## config.mk

```make
export PLATFORM = sky130hd
export DESIGN_NAME = alu_sequencer
export DESIGN_NICKNAME = d
export VERILOG_FILES = /design/src/rtl/alu_pkg.sv /design/src/rtl/alu_sequencer_mul_iter_step.sv /design/src/rtl/alu_sequencer.sv
export SDC_FILE = /design/constraint.sdc
export NUM_CORES = 1
export LEC_CHECK = 0
export BUFFER_PORTS_ARGS = -buffer_cell sky130_fd_sc_hd__buf_2
export CAP_MARGIN = 20
export CELL_PAD_IN_SITES_DETAIL_PLACEMENT = 0
export CELL_PAD_IN_SITES_GLOBAL_PLACEMENT = 1
export CORE_MARGIN = 10
export CORE_UTILIZATION = 51
export DETAILED_ROUTE_END_ITERATION = 16
export GPL_ROUTABILITY_DRIVEN = 0
export HOLD_SLACK_MARGIN = 0.02
export PLACE_DENSITY_LB_ADDON = 0.1
export SYNTH_ARGS = -nofsm -noshare
export SYNTH_HDL_FRONTEND = slang
export SYNTH_SLANG_ARGS = --single-unit
```

## constraint.sdc

```tcl
create_clock -name clk_i -period 5.4 [get_ports clk_i]
set_input_delay 0.27 -clock clk_i [delete_from_list [all_inputs] [get_ports clk_i]]
set_output_delay 0.27 -clock clk_i [all_outputs]
set_load 0.05 [all_outputs]
```

## src/rtl/alu_pkg.sv

```systemverilog
// Shared ALU definitions: control-code width, the op-code encodings produced
// by the ALU control decoder, and the default datapath width.
package alu_pkg;

  localparam int unsigned ALU_CTRL_W = 3;
  localparam int unsigned DATA_W     = 32;

  typedef enum logic [ALU_CTRL_W-1:0] {
    ALU_AND  = 3'b000,
    ALU_XOR  = 3'b001,
    ALU_SLL  = 3'b010,
    ALU_ADD  = 3'b011,
    ALU_SUB  = 3'b100,
    ALU_MUL  = 3'b101,
    ALU_ADDI = 3'b110,
    ALU_SRAI = 3'b111
  } alu_op_e;

endpackage

```

## src/rtl/alu_sequencer_mul_iter_step.sv

```systemverilog
// mul_iter_step: one combinational iteration of the shift-add multiplier.
// Retires MUL_BPC multiplier bits per call.
//   acc_i / acc_o       running product (low WIDTH bits)
//   mcand_i / mcand_o   multiplicand, shifted left by MUL_BPC on output
//   mplier_i / mplier_o multiplier, shifted right by MUL_BPC on output
module mul_iter_step #(
  parameter int unsigned WIDTH   = 32,
  parameter int unsigned MUL_BPC = 1
) (
  input  logic [WIDTH-1:0] acc_i,
  input  logic [WIDTH-1:0] mcand_i,
  input  logic [WIDTH-1:0] mplier_i,
  output logic [WIDTH-1:0] acc_o,
  output logic [WIDTH-1:0] mcand_o,
  output logic [WIDTH-1:0] mplier_o
);

  logic [WIDTH-1:0] partial;

  // mcand * mplier[MUL_BPC-1:0] as a sum of shifted multiplicands
  always_comb begin
    partial = '0;
    for (int unsigned i = 0; i < MUL_BPC; i++) begin
      if (mplier_i[i]) begin
        partial = partial + (mcand_i << i);
      end
    end
    acc_o    = acc_i + partial;
    mcand_o  = mcand_i << MUL_BPC;
    mplier_o = mplier_i >> MUL_BPC;
  end

endmodule

```

## src/rtl/alu_sequencer.sv

```systemverilog
// alu_sequencer: multi-cycle ALU front end. Single-cycle ops complete one
// edge after accept; MUL iterates on a shift-add engine for MUL_STEPS edges.
//   clk_i      clock, rising edge
//   rst_i      asynchronous active-low reset
//   valid_i    request valid; accepted when ready_o & ~flush_i
//   ready_o    sequencer idle and able to accept
//   ALUCtrl_i  op code (alu_pkg::alu_op_e encoding)
//   data1_i    operand A
//   data2_i    operand B (immediate already extended)
//   flush_i    abort in-flight MUL / block acceptance
//   result_o   registered result, updated only on completion
//   done_o     one-cycle completion pulse
//   stall_o    combinational pipeline freeze request
module alu_sequencer
  import alu_pkg::*;
#(
  parameter int unsigned WIDTH   = DATA_W,
  parameter int unsigned MUL_BPC = 1
) (
  input  logic                  clk_i,
  input  logic                  rst_i,
  input  logic                  valid_i,
  output logic                  ready_o,
  input  logic [ALU_CTRL_W-1:0] ALUCtrl_i,
  input  logic [WIDTH-1:0]      data1_i,
  input  logic [WIDTH-1:0]      data2_i,
  input  logic                  flush_i,
  output logic [WIDTH-1:0]      result_o,
  output logic                  done_o,
  output logic                  stall_o
);

  localparam int unsigned MUL_STEPS = WIDTH / MUL_BPC;
  localparam int unsigned CNT_W     = $clog2(MUL_STEPS + 1);
  localparam int unsigned SH_W      = $clog2(WIDTH);
  localparam logic [CNT_W-1:0] STEPS_INIT = CNT_W'(MUL_STEPS);
  localparam logic [CNT_W-1:0] CNT_ONE    = CNT_W'(1);

  typedef enum logic {
    ST_IDLE,
    ST_MUL
  } state_e;

  state_e           state_q, state_d;
  logic [WIDTH-1:0] result_q, result_d;
  logic             done_q, done_d;
  logic [WIDTH-1:0] acc_q, acc_d;
  logic [WIDTH-1:0] mcand_q, mcand_d;
  logic [WIDTH-1:0] mplier_q, mplier_d;
  logic [CNT_W-1:0] cnt_q, cnt_d;

  logic [WIDTH-1:0] acc_nxt, mcand_nxt, mplier_nxt;
  logic [WIDTH-1:0] alu_res;
  logic [SH_W-1:0]  shamt;
  logic             accept;
  alu_op_e          op;

  assign op    = alu_op_e'(ALUCtrl_i);
  assign shamt = data2_i[SH_W-1:0];

  mul_iter_step #(
    .WIDTH  (WIDTH),
    .MUL_BPC(MUL_BPC)
  ) u_mul_step (
    .acc_i   (acc_q),
    .mcand_i (mcand_q),
    .mplier_i(mplier_q),
    .acc_o   (acc_nxt),
    .mcand_o (mcand_nxt),
    .mplier_o(mplier_nxt)
  );

  always_comb begin
    alu_res = '0;
    case (op)
      ALU_AND:            alu_res = data1_i & data2_i;
      ALU_XOR:            alu_res = data1_i ^ data2_i;
      ALU_SLL:            alu_res = data1_i << shamt;
      ALU_ADD, ALU_ADDI:  alu_res = data1_i + data2_i;
      ALU_SUB:            alu_res = data1_i - data2_i;
      ALU_SRAI:           alu_res = WIDTH'($signed(data1_i) >>> shamt);
      default:            alu_res = '0;
    endcase
  end

  assign accept  = valid_i & (state_q == ST_IDLE) & ~flush_i;
  assign ready_o = (state_q == ST_IDLE);
  assign stall_o = (state_q == ST_MUL) |
                   ((state_q == ST_IDLE) & valid_i & (op == ALU_MUL) & ~flush_i);

  always_comb begin
    state_d  = state_q;
    result_d = result_q;
    done_d   = 1'b0;
    acc_d    = acc_q;
    mcand_d  = mcand_q;
    mplier_d = mplier_q;
    cnt_d    = cnt_q;
    case (state_q)
      ST_IDLE: begin
        if (accept) begin
          if (op == ALU_MUL) begin
            acc_d    = '0;
            mcand_d  = data1_i;
            mplier_d = data2_i;
            cnt_d    = STEPS_INIT;
            state_d  = ST_MUL;
          end else begin
            result_d = alu_res;
            done_d   = 1'b1;
          end
        end
      end
      ST_MUL: begin
        if (flush_i) begin
          cnt_d   = '0;
          state_d = ST_IDLE;
        end else begin
          acc_d    = acc_nxt;
          mcand_d  = mcand_nxt;
          mplier_d = mplier_nxt;
          cnt_d    = cnt_q - CNT_ONE;
          // Final iteration: publish the accumulator as it is being written
          if (cnt_q == CNT_ONE) begin
            result_d = acc_nxt;
            done_d   = 1'b1;
            state_d  = ST_IDLE;
          end
        end
      end
      default: state_d = ST_IDLE;
    endcase
  end

  always_ff @(posedge clk_i or negedge rst_i) begin
    if (!rst_i) begin
      state_q  <= ST_IDLE;
      result_q <= '0;
      done_q   <= 1'b0;
      acc_q    <= '0;
      mcand_q  <= '0;
      mplier_q <= '0;
      cnt_q    <= '0;
    end else begin
      state_q  <= state_d;
      result_q <= result_d;
      done_q   <= done_d;
      acc_q    <= acc_d;
      mcand_q  <= mcand_d;
      mplier_q <= mplier_d;
      cnt_q    <= cnt_d;
    end
  end

  assign result_o = result_q;
  assign done_o   = done_q;

endmodule

```

* After elaboration in Yosys (flattened, before gate mapping)
Cells that the tools add are included.
** Storage, ports and cells
- Word-level logic and storage cells :: 73
- Register bits :: 136
** Cells by class
- Reduce and logical (&&, ||, !) cells :: 5
- Add/subtract/negate cells :: 4
- Shift-type cells :: 2
- Bitwise gates (word level) :: 9
- Equality and inequality tests :: 13
- Muxes and demuxes :: 33
** Operator list (count)
- 2-to-1 mux 32 bit :: 14
- case mux 32 bit (2 select lines) :: 4
- case mux 32 bit (6 select lines) :: 1
- adder 32 bit :: 2
- bitwise AND 32 bit :: 1
- left shift 32 x 5 -> 32 bit :: 1
- >>> shifter 32 x 5 -> 32 bit :: 1
- subtractor 32 bit :: 1
- bitwise XOR 32 bit :: 1
- 2-to-1 mux 6 bit :: 3
- == test 3 bit, second input constant :: 4
- case mux 6 bit (2 select lines) :: 1
- 2-to-1 mux 1 bit :: 8
- == test 3 x 2 -> 1 bit, second input constant :: 2
- == test 6 x 1 -> 1 bit, second input constant :: 1
- != test 2 x 1 -> 1 bit, second input constant :: 3
- subtractor 6 x 1 -> 6 bit, second input constant :: 1
- bitwise AND 1 bit :: 4
- != test 2 bit, second input constant :: 2
- case mux 1 bit (2 select lines) :: 2
- AND reduction 4 bit :: 1
- == test 3 x 1 -> 1 bit, second input constant :: 1
- logical NOT 3 bit :: 1
- AND reduction 3 bit :: 1
- other kinds (4) :: 5

* Depth between registers and ports, before layout
- Depth in word-level cells :: 6
- Gate-level depth with buffers :: 21

* Modules after synthesis
From an unflattened synthesis, not the netlist that was laid out.
** Unflattened totals
- Cell total of the unflattened synthesis :: 1914
- Area total of the unflattened synthesis :: 15189.6 sq um
** Modules (own cells, without submodules)
- alu_sequencer :: area each 12732.2 sq um, instances 1, cells an instance 1559, seq. area each 3403.3 sq um
- mul_iter_step :: area each 2457.4 sq um, instances 1, cells an instance 355, seq. area each 0.0 sq um

* Worst setup path after synthesis
OpenSTA, ideal clock, no wires.
- Kind :: input-to-reg
- From :: input port data2_i[1]
- To :: register result_q[30], in the netlist result_o[30]
- Data arrival time :: 3.932 ns
- Cell stages on the path :: 20
- Library setup time :: 0.126 ns
- Path buffers :: 3
- Setup slack :: 1.342 ns
- Cell sequence :: buf_1 -> inv_2 -> buf_1 -> ha_1 -> nand2b_1 -> nor2_1 -> nand2_1 -> or2_2 -> o21ai_0 -> xor2_1 -> ha_1 -> clkbuf_1 -> nand2_1 -> o21ai_0 -> a41oi_1 -> or2_2 -> o41ai_1 -> o211ai_1 -> mux2i_1 -> o32a_1
** Between the ends
- Longest elaborated chain between the ends :: 5
- Elaborated cells on any way between the ends :: 8
** RTL lines
- start: declaration :: line alu_sequencer.sv:26 : input logic [WIDTH-1:0] data2_i,
- subtractor 32 bit, or another cell as far along :: line alu_sequencer.sv:80 : ALU_SUB: alu_res = data1_i - data2_i;
- case mux 32 bit (6 select lines) (*) :: line alu_sequencer.sv:75 : case (op)
- 2-to-1 mux 32 bit (*) :: line alu_sequencer.sv:102 : if (op == ALU_MUL) begin
- 2-to-1 mux 32 bit (*) :: line alu_sequencer.sv:101 : if (accept) begin
- case mux 32 bit (2 select lines) (*) :: line alu_sequencer.sv:99 : case (state_q)
- end signal: assignment :: line alu_sequencer.sv:146 : result_q <= result_d;
- end: declaration :: line alu_sequencer.sv:45 : logic [WIDTH-1:0] result_q, result_d;
Every way passes the cells marked *; elsewhere a longest branch is shown, timed or not. The select of a mux whose other input is x is not followed.
A chain may end at the register's enable or synchronous reset.

* Worst setup path in the final report
- From :: input port ALUCtrl_i[0]
- To :: register result_q[21], in the netlist result_o[21]
** Between the ends
- Longest elaborated chain between the ends :: 6
- Elaborated cells on any way between the ends :: 15
** RTL lines
- start: declaration :: line alu_sequencer.sv:24 : input logic [ALU_CTRL_W-1:0] ALUCtrl_i,
- == test 3 x 2 -> 1 bit or == test 3 bit (tied branches) :: line alu_sequencer.sv:75
- OR reduction 2 bit :: line alu_sequencer.sv:75
- case mux 32 bit (6 select lines) :: line alu_sequencer.sv:75
- 2-to-1 mux 32 bit :: line alu_sequencer.sv:102
- 2-to-1 mux 32 bit :: line alu_sequencer.sv:101
- case mux 32 bit (2 select lines) :: line alu_sequencer.sv:99
Parallel ways exist; a longest one is shown, timed or not. The select of a mux whose other input is x is not followed.

==> results.yml <==
sta:
  slew_viol_final: 0
  fin_crit_ns: 4.079
  rsz0062_at_grt: "false"
  setup_violations: 0
  hold_viol_final: 0
  clock.fmax_mhz: 245.2
  clock_skew_ns: 0.01060
  period_share_pct: 75.53
  slew_headroom_pct: 23.15
  tns_ns: 0
  worstMarginPinSlew_ns: 1.138
final_layout:
  drive_above_1_share_pct: 14.80
  design_area_mm2: 0.01653
  finalNetCount: 2043
  syn_to_final_growth_pct: 9.148
  fillers: 2817
logic_synthesis:
  synth_top_family_by_area: "compound AO/OA/AOI/OAI gates"
  synth_area_mm2: 0.01514
  avgSynthCellArea_um2: 8.162
  synth-warning-count: 0
  synth_compound_area_share_pct: 24.09
  yosys.area_share.simple_pct: 18.11
  synth_edf_count: 0
  synthArstFlopShare_pct: 100.0
  ys.flop_type: "dfrtp_1"
  synthMuxAreaShare_pct: 18.75
  synth_seq_cells: 136
  syn_nets: 2026
  synth_cell_types: 74
  synthXorXnorAreaFrac_pct: 4.049
  synthAdderAreaFrac_pct: 8.363
  synthCells: 1855
  yosysSeqAreaShare_pct: 22.48
global_route:
  grt_pass1_vias: 14350
  antenna_found_initial: 3
  grt_pass1_wl_mm: 87.61
  grt_max_degree: 168
  grt_usage_pct: 30.87
  grt-ovfl-total: 0
floorplanning:
  num_rows: 63
  core_area_mm2: 0.02948
  start_util_pct: 51.36
  num_io_pins: 106
  dieHeight_um: 192.3
  die_area_mm2: 0.03698
  die_w_um: 192.3
hold_path:
  hold_end: "mplier_q[31]"
  hp-start: "data2_i[31]"
  hp-class: "input pin to flop"
  hold_depth: 3
routing:
  detail_route.first_pass.iterations: 7
  wirelength_mm: 57.68
  num_vias: 15320
  post_drt_via_cell_ratio: 6.732
  ant_nets: 0
  drc: 0
  wl_per_cell_um: 25.34
  drt_iter0_markers: 1963
setup_path:
  crit_fanout: 17
  crit_buf_inv: 2
  crit_arrival_ns: 4.37
  crit_family: "compound AO/OA/AOI/OAI gates"
  cp-end-kind: "flop"
  timing.rr.end: "result_o[25]"
  cp_slowest_cell: "a211oi_1"
  worstPathCellList: "buf_2 -> nor2b_1 -> nand2b_1 -> o21ai_0 -> inv_1 -> ha_1 -> nor2b_1 -> o2111ai_1 -> a311o_1 -> a31oi_1 -> o21ai_0 -> o2111a_1 -> a211oi_1 -> a31oi_1"
  reg2reg_depth: 12
  cp.required_ns: 5.69
  max_stage_delay_ns: 0.51
  path_class: "input pin to flop"
  crit_path_start_kind: "input pin"
  rrSetupSlack_ns: 1.34
  rr_startpoint: "mplier_q[0]"
placement:
  dpl.hpwl_mm: 42.36
  port_buffers: 105
  placed_area_mm2: 0.01587
power:
  power.leakage_nw: 7.053
  ir_drop_mv: 0.2177
  p_per_area_mw_per_mm2: 285.0
cts:
  clock_latency_ns: 0.44
  clockBufferDepth: 2
  htree_num_levels: 4
  clk_pin_slew_ns: 0.06
  root_buffer: "clkbuf_16"
  cts_tree: "built"
  cts_buffers: 17
  clock-sinks: 136
  post_cts_buffers: 0
status:
  status: "finished clean"
flow_run:
  max_cap_viol_count: 0
-- layer usage --
metal  vias to the layer above  global-route usage (%)  routed length [um]
li1                       6943                       -                   -
met1                      7356                   41.07               23710
met2                       845                   46.76               25490
met3                       171                   6.017                5404
met4                         6                   16.04                3038
met5                         -                       0                  37
-- cells by family (layout without fill, tap and decap cells) --
| family | count (synthesis) | after routing |
|---|---|---|
| xor gates and xnor gates | 70 | 70 |
| other | 0 | 1 |
| buffers and inverters | 165 | 195 |
| AOI/OAI and AO/OA | 574 | 574 |
| DFF | 136 | 136 |
| muxes | 202 | 202 |
| adders and majority gates | 100 | 100 |
| and+or+nand+nor | 608 | 608 |
-- worst max path at each step --
stage	startpoint	to	slack (ns)	cells past startpoint
detailed placement	data2_i[10]	result_o[30]	0.99	13
floorplan	data2_i[1]	result_o[30]	1.34	20
global placement	data2_i[3]	result_o[30]	1.07	13
finish	ALUCtrl_i[0]	result_o[21]	1.32	14
CTS	mplier_q[0]	result_o[25]	1.33	12
global route	mplier_q[0]	result_o[25]	1.01	12
-- area by class of cell --
type / count / area, um^2 / area share [%]
multi-input cells: 1554 / 11130 / 67.33
flip-flops and latches: 136 / 3407 / 20.62
repair buffers: 130 / 737.0 / 4.459
well taps: 390 / 488.0 / 2.953
clock buffers: 22 / 474.2 / 2.869
clock inverters: 10 / 166.4 / 1.007
inverters: 33 / 123.9 / 0.7495
diodes: 1 / 2.502 / 0.01514
-- stage by stage --
stage                     hold slack, ns  util [%]  cells  total power, W  worst slack [ns]
final                             0.1565     56.06   2276        0.004710             1.321
after global routing              0.1597     56.05   2275        0.004972             1.009
after CTS                         0.1217     56.05   2275        0.004694             1.330
after detailed placement          0.4692     53.84   2242        0.003389            0.9922
after global placement            0.4564     53.84   2242        0.003363             1.067
after floorplan                 -0.02559         -   1855        0.002783             1.342
-- power by group --
part | internal, W | switching [W] | leakage, nW
Clock | 0.000812 | 0.000474 | 0.307
Combinational | 0.000701 | 0.00128 | 5.04
Sequential | 0.00125 | 0.000187 | 1.71
-- Yosys cell counts (all sizes together) (27+ instances only) --
master	instances	area, um^2
nor3	28	140.1
nor2	166	623.1
xor2	27	236.5
mux2i	107	1071
a31oi	38	237.7
ha	98	1226
dfrtp	136	3403
nand2	249	934.7
a21oi	105	525.5
buf	30	123.9
a211oi	29	217.7
mux2	33	371.6
xnor2	43	376.6
mux4	62	1396
and2	37	231.5
inv	30	112.6
o21ai	198	991.0
a21o	35	262.8
clkbuf	102	382.9
nand3	32	160.2
-- layout by cell type (no fill, tap or decap), drive strengths merged, types with 11 or more instances in the layout --
cell type  instances
a21o              35
a31oi             38
mux2              33
nand4             11
or3               15
o21a              13
dfrtp            136
nand3             32
inv               31
nor2             166
o211ai            17
a22oi             15
nor2b             11
and3              12
nand2            249
ha                98
buf              129
a21oi            105
xor2              27
o21ai            198
clkbuf            22
nor3              28
o31ai             13
and2              37
xnor2             43
mux4              62
mux2i            107
nand2b            13
a211oi            29
-- timing repair --
item	CTS	global route
endpoints found under the hold margin	67	0
setup endpoints to repair	0	0
gates resized for setup	0	0
hold buffers	1	0
-- sequential cells by signal, indices dropped and copies added (netlist names) --
| register | cells |
|---|---|
| result_o | 32 |
| done_o | 1 |
| cnt_q | 6 |
| acc_q | 32 |
| mcand_q | 32 |
| mplier_q | 32 |
| state_q | 1 |
-- tightest hold or removal path, cell delays in order --
cell and delay [ns]:
buf_2 0.15, nand2_1 0.06, o21ai_0 0.07
No activity file was read; power rests on OpenSTA's default activity.
